**config.mk**
```make
export PLATFORM = sky130hd
export DESIGN_NAME = rc4_encryptor
export DESIGN_NICKNAME = d
export VERILOG_FILES = /design/src/rtl/rc4_pkg.sv /design/src/rtl/rc4_encryptor.sv
export SDC_FILE = /design/constraint.sdc
export NUM_CORES = 1
export LEC_CHECK = 0
export ABC_AREA = 0
export BUFFER_PORTS_ARGS = -buffer_cell sky130_fd_sc_hd__buf_2
export CELL_PAD_IN_SITES_DETAIL_PLACEMENT = 0
export CELL_PAD_IN_SITES_GLOBAL_PLACEMENT = 1
export CORE_ASPECT_RATIO = 0.7
export CORE_UTILIZATION = 40
export CTS_CLUSTER_DIAMETER = 150
export DETAILED_ROUTE_END_ITERATION = 12
export PLACE_DENSITY = 0.72
export SLEW_MARGIN = 0
export SYNTH_ARGS = -nofsm -noshare
export SYNTH_HDL_FRONTEND = slang
export SYNTH_SLANG_ARGS = --single-unit
export TNS_END_PERCENT = 1
```
**constraint.sdc**
```tcl
create_clock -name clk -period 5.76 [get_ports clk]
set_input_delay 0.864 -clock clk [delete_from_list [all_inputs] [get_ports clk]]
set_output_delay 0.864 -clock clk [all_outputs]
set_load 0.01 [all_outputs]
```
**src/rtl/rc4_pkg.sv**
```systemverilog
// Shared RC4 definitions: FSM state encoding, table sizes and key-byte selection.
// The key-search datapath imports this too, so keep the state encoding stable.
package rc4_pkg;

  localparam int S_SIZE    = 256;
  localparam int KEY_BYTES = 3;

  typedef enum logic [4:0] {
    IDLE,
    INIT,
    KSA_RI,
    KSA_WI,
    KSA_RJ,
    KSA_WJ,
    KSA_SWI,
    KSA_SWJ,
    PR_RI,
    PR_WI,
    PR_RJ,
    PR_WJ,
    PR_SWI,
    PR_SWJ,
    PR_RF,
    PR_WF,
    PR_WC,
    DONE
  } state_t;

  // Byte 0 of the key schedule is the most significant key byte.
  function automatic logic [7:0] key_byte(input logic [23:0] key, input logic [7:0] idx);
    logic [7:0] b;
    case (idx % 8'(KEY_BYTES))
      8'd0:    b = key[23:16];
      8'd1:    b = key[15:8];
      default: b = key[7:0];
    endcase
    return b;
  endfunction

endpackage

```
**src/rtl/rc4_encryptor.sv**
```systemverilog
// RC4 encryption engine: builds S in an external 256x8 RAM, then XORs the keystream
// with a plaintext ROM and writes the ciphertext RAM. All memories have 1-cycle reads.
module rc4_encryptor
  import rc4_pkg::*;
#(
  parameter int MSG_LEN = 32,
  parameter int C_AW    = $clog2(MSG_LEN)
) (
  input  logic            clk,
  input  logic            reset_n,
  input  logic            start,
  input  logic [23:0]     secret_key,
  output logic            busy,
  output logic            done,
  output logic [7:0]      s_addr,
  output logic [7:0]      s_wdata,
  output logic            s_wren,
  input  logic [7:0]      s_rdata,
  output logic [C_AW-1:0] p_addr,
  input  logic [7:0]      p_rdata,
  output logic [C_AW-1:0] c_addr,
  output logic [7:0]      c_wdata,
  output logic            c_wren
);

  localparam logic [7:0] LAST_BYTE = 8'(MSG_LEN - 1);
  localparam logic [7:0] LAST_S    = 8'(S_SIZE - 1);

  state_t      state;
  logic [7:0]  i, j, k, si_q, sj_q;
  logic [23:0] key_q;
  logic [7:0]  i_next, j_ksa, j_prga;

  assign i_next = i + 8'd1;
  assign j_ksa  = j + s_rdata + key_byte(key_q, i);
  assign j_prga = j + s_rdata;

  // Every R* state drives an address, the following W* state waits for the RAM,
  // and the state after that consumes s_rdata. Writes are issued one state ahead.
  always_ff @(posedge clk or negedge reset_n) begin
    if (!reset_n) begin
      state   <= IDLE;
      busy    <= 1'b0;
      done    <= 1'b0;
      s_addr  <= 8'd0;
      s_wdata <= 8'd0;
      s_wren  <= 1'b0;
      p_addr  <= '0;
      c_addr  <= '0;
      c_wdata <= 8'd0;
      c_wren  <= 1'b0;
      i       <= 8'd0;
      j       <= 8'd0;
      k       <= 8'd0;
      si_q    <= 8'd0;
      sj_q    <= 8'd0;
      key_q   <= 24'd0;
    end else begin
      done <= 1'b0;
      case (state)
        IDLE: begin
          if (start) begin
            key_q <= secret_key;
            i     <= 8'd0;
            j     <= 8'd0;
            k     <= 8'd0;
            busy  <= 1'b1;
            state <= INIT;
          end
        end
        INIT: begin
          s_addr  <= i;
          s_wdata <= i;
          s_wren  <= 1'b1;
          i       <= i_next;
          if (i == LAST_S) state <= KSA_RI;
        end
        KSA_RI: begin
          s_wren <= 1'b0;
          s_addr <= i;
          state  <= KSA_WI;
        end
        KSA_WI: state <= KSA_RJ;
        KSA_RJ: begin
          si_q   <= s_rdata;
          j      <= j_ksa;
          s_addr <= j_ksa;
          state  <= KSA_WJ;
        end
        KSA_WJ: state <= KSA_SWI;
        KSA_SWI: begin
          sj_q    <= s_rdata;
          s_addr  <= i;
          s_wdata <= s_rdata;
          s_wren  <= 1'b1;
          state   <= KSA_SWJ;
        end
        KSA_SWJ: begin
          s_addr  <= j;
          s_wdata <= si_q;
          i       <= i_next;
          if (i == LAST_S) begin
            j     <= 8'd0;
            state <= PR_RI;
          end else begin
            state <= KSA_RI;
          end
        end
        PR_RI: begin
          s_wren <= 1'b0;
          c_wren <= 1'b0;
          i      <= i_next;
          s_addr <= i_next;
          state  <= PR_WI;
        end
        PR_WI: state <= PR_RJ;
        PR_RJ: begin
          si_q   <= s_rdata;
          j      <= j_prga;
          s_addr <= j_prga;
          state  <= PR_WJ;
        end
        PR_WJ: state <= PR_SWI;
        PR_SWI: begin
          sj_q    <= s_rdata;
          s_addr  <= i;
          s_wdata <= s_rdata;
          s_wren  <= 1'b1;
          state   <= PR_SWJ;
        end
        PR_SWJ: begin
          s_addr  <= j;
          s_wdata <= si_q;
          state   <= PR_RF;
        end
        // The S[j] write lands while the keystream address is being presented.
        PR_RF: begin
          s_wren <= 1'b0;
          s_addr <= si_q + sj_q;
          p_addr <= k[C_AW-1:0];
          state  <= PR_WF;
        end
        PR_WF: state <= PR_WC;
        PR_WC: begin
          c_addr  <= k[C_AW-1:0];
          c_wdata <= s_rdata ^ p_rdata;
          c_wren  <= 1'b1;
          k       <= k + 8'd1;
          if (k == LAST_BYTE) state <= DONE;
          else                state <= PR_RI;
        end
        DONE: begin
          c_wren <= 1'b0;
          busy   <= 1'b0;
          done   <= 1'b1;
          state  <= IDLE;
        end
        default: state <= IDLE;
      endcase
    end
  end

endmodule

```
==> metrics.sh <==
CRITPATHTOPFAMILY='compound AO/OA/AOI/OAI gates'
CRIT_BUF_INV=5
GRT_START_MAX_NET_PINS=58
CELLPOWERDENSITY_mW_PER_MM2=267
HOLD_PATH_CLASS='reg -> reg'
CLOCK_TREE_FROM_TRITONCTS='done'
LEAKAGEPOWER_nW=3.63
R2R_SETUP_SLACK_PS=250
DETAILEDPLACEMENTHPWL_MICRONS=13200
WORSTSETUPENDPOINTTYPE='register'
FINCLKSKEW_PS=8.08
FP.DIEW_MICRONS=155
FINAL_MIN_PERIOD_OVER_CLOCK_PERIOD_PCT=95.7
MAXCAPVIOLATIONS=0
TOP_CELL_TYPE_S_SHARE_OF_SYNTHESIZED_AREA_PCT=41.1
WORSTHOLDPATHCELLS=2
DETAIL_ROUTE.WIRELENGTH_MICRONS=18100
WORST-R2R-CELL-COUNT=30
CTS_MAX_LEVEL=3
AREA_TAKEN_BY_MULTI_INPUT_LOGIC_GATES_SQ_MM=0.00367
GRT_PASS1_VIAS=5471
CRIT_ARRIVAL_PS=5810
SYNTH.YOSYS.WARNINGS=0
WORST-ENDPOINT-REQUIRED_PS=6050
POSTSYNTHNETCOUNT=806
DR_TOTAL_VIAS=5707
POST-SYNTH-TOP-COUNT-CELL='sky130_fd_sc_hd__nand2_1'
CLOCK-SINKS=107
LAYOUT.NETS=890
ACHIEVABLE-FREQUENCY_MHz=181
GLOBAL_ROUTE.OVERFLOW_TOTAL=0
POSTSYNTHCELLCOUNT=733
YS_ASYNC_SR_FRACTION_PCT=100
NUM_ANTENNA_CELLS=0
CRITICAL_PATH_CELL_COUNT=30
ROW_COUNT=38
CLOCK_TREE.ROOT_CELL='sky130_fd_sc_hd__clkbuf_16'
SYNTHESIS.AREA_SQ_MM=0.00652
DRT_PRE_ANTENNA_ITERS=5
HOLD_VIOL_FINAL=0
AVG_VIAS_PER_CELL=5.58
IOS=81
GLOBALPLACE.CONGESTION=0.903
FINAL_SETUP_VIOLATING_ENDPOINTS=0
WORST_PATH_LARGEST_CELL_DELAY_PS=420
DRT_FIRST_ITER_VIOLATIONS=437
NUMCTSBUFFERS=9
TIGHTESTPINTRANSITION_PS=960
TOP_REG_CELL_SYNTH='sky130_fd_sc_hd__dfrtp_1'
TIMING.SLEW.HEADROOM_PCT=36.0
PORT_BUFFERS=80
GRT_UTIL_ALL_LAYERS_PCT=22.5
POST_SYNTH_MOST_FREQUENT_CELLS='157 x sky130_fd_sc_hd__nand2_1, 107 x sky130_fd_sc_hd__dfrtp_1, 53 x sky130_fd_sc_hd__nor2_1, 48 x sky130_fd_sc_hd__o21ai_0, 47 x sky130_fd_sc_hd__a21oi_1'
COUNT_OF_UNRESOLVED_DRC_VIOLATIONS_AFTER_ROUTING=0
WORST_HOLD_SLACK_PS=475
FINAL_MAX_SLEW_VIOL_COUNT=0
NUMBER_OF_DISTINCT_LIBRARY_CELL_VARIANTS_IN_THE_GATE_LEVEL_NETLIST_AFTER_SYNTHESIS=72
FLOORPLAN.DIE_AREA_SQ_MM=0.0168
AVGROUTEDWIREPERCELL_MICRONS=17.7
CLOCK_TREE.BUFFER_DEPTH=2
YOSYS.AREA.TOP_TYPE='sky130_fd_sc_hd__dfrtp_1'
SYNTH_SEQUENTIAL_AREA_RATIO_PCT=41.1
WORST_SETUP_HOLD_PATH_CLK_SLEW_PS=80
CLKLATENCYLATEPIN_PS=370
FINALCRITICALPERIOD_PS=5510
CRITPATHLAUNCHTYPE='register'
DIE_Y_MICRONS=109
TIMING_WORST_SETUP_PATH_TYPE='reg -> reg'
WORST-PATH-MAX-FANOUT=17
FLOORPLAN.INITIALDENSITY_PCT=41.5
YS_TOP_CELLS_BY_AREA='sky130_fd_sc_hd__dfrtp_1 41%, sky130_fd_sc_hd__nand2_1 9.0%, sky130_fd_sc_hd__ha_1 5.2%'
SYNTHTOLAYOUTAREAGROWTH_PCT=16.7
IR_DROP_mV=0.162
FIN_UTIL_PCT=48.5
FP.COREAREA_SQ_MM=0.0157
SYNTH_EDF_COUNT=0
ANTENNA_FOUND_INITIAL=0
RUN_STATUS='complete, no violations'
TIMING.CRITICAL_PATH.MODE_CELL='sky130_fd_sc_hd__buf_4'
ANTENNA_LEFT=0
POST_ROUTE_CELLS_DRIVE_ABOVE_1_SHARE_PCT=21.7
FIRST_PASS_GRT_WIRE_LENGTH_MICRONS=29200
CRIT_PATH_SLOWEST_CELL='sky130_fd_sc_hd__fa_1'
TNS_SETUP_PS=0
SYN_AREA_PER_CELL_SQ_UM=8.89
FILLER_CELLS_INSERTED=1538
POSTSYNTHREGISTERBITS=107
FINAL-SEQ-AREA_SQ_MM=0.00268
[placed cells by master, fill, tap and decap left out, drive strengths merged, types with 3 or more instances in the layout]
cell    synthesis  layout
nand3          24      24
a211oi          6       6
o311ai          3       3
o211ai          3       3
nand2b          3       3
mux2           21      21
a222oi          3       3
xor2           11      11
nor2b           3       3
nor3            9       9
a21oi          47      47
dfrtp         107     107
mux2i          20      20
a31oi           8       8
xnor2          26      26
and3            9       9
a21o           11      11
nor2           53      53
or3             4       4
o21ai          50      50
o21bai          4       4
a221oi          3       3
ha             27      27
o31ai           8       8
clkbuf         25      12
inv            19      23
nand3b          5       5
nand4           6       6
a22oi           3       3
buf            13     110
or3b            3       3
nand2         158     158
fa              3       3
o22ai           3       3
[what timing repair did]
item                       in CTS  in global routing
pin swaps                       1                  4
hold buffers                    0                  0
buffers inserted                1                 11
gates resized for setup         2                 18
setup endpoints to repair       3                  9
[where the power goes]
part	switching, mW	internal [mW]	total (mW)
Clock	0.315	0.325	0.640
Sequential	0.0647	0.810	0.875
Combinational	0.300	0.215	0.515
[cell type report]
class / count / share of cell area, %
clock buffer: 11 / 3.32
tap: 200 / 3.29
multi-input combinational: 569 / 48.3
sequential: 107 / 35.3
clock inverter: 5 / 0.559
timing repair buffer: 111 / 8.32
inverter: 19 / 0.937
[sequential cells by signal (all words and copies together), names as in the netlist, 5 cells and up]
signal   flops
c_wdata      8
s_addr       8
p_addr       5
si_q         8
j            8
s_wdata      8
key_q       24
state        5
sj_q         8
k            8
c_addr       5
i            8
[tightest hold or removal path, stage by stage (launching register included)]
cell and delay (ps):
sky130_fd_sc_hd__dfrtp_1 340, sky130_fd_sc_hd__nand2_1 50, sky130_fd_sc_hd__nand2_1 50
[worst paths after layout]
kind | from | end
worst max-delay path | i[4] | s_addr[6]
worst min-delay path | c_addr[0] | c_addr[0]
worst max register to register | i[4] | s_addr[6]
worst min register to register | c_addr[0] | c_addr[0]
max in group asynchronous | reset_n | si_q[4]
min in group asynchronous | reset_n | c_wdata[6]
[metal layers]
metal / share of wire [%] / GRT usage [%] / up-vias
met5: 0 / 0 / -
met4: 0.81 / 5.02 / 0
met3: 6.1 / 5.37 / 11
met2: 43 / 33.7 / 167
met1: 50 / 32.7 / 2781
li1: - / - / 2748
[metrics by stage]
| step | total power, mW | std cells | instance area, sq um | setup WS, ps |
|---|---|---|---|---|
| floorplan | 1.20 | 733 | 6520 | 195 |
| global placement | 1.39 | 994 | 7150 | 232 |
| detailed placement | 1.39 | 994 | 7150 | -108 |
| CTS | 2.03 | 1011 | 7460 | 7.82 |
| global route | 2.13 | 1022 | 7610 | -97.7 |
| finish | 2.03 | 1022 | 7610 | 245 |
[logic make-up after synthesis]
group	after synthesis	synth area share, %
DFF	107	41.1
adders and majority gates	30	6.11
muxes	41	6.70
buffers and inverters	57	3.57
AOI/OAI and AO/OA	170	17.1
and+or+nand+nor	291	20.2
xor gates and xnor gates	37	5.26
Note: power is estimated with default switching activity, not from simulation.
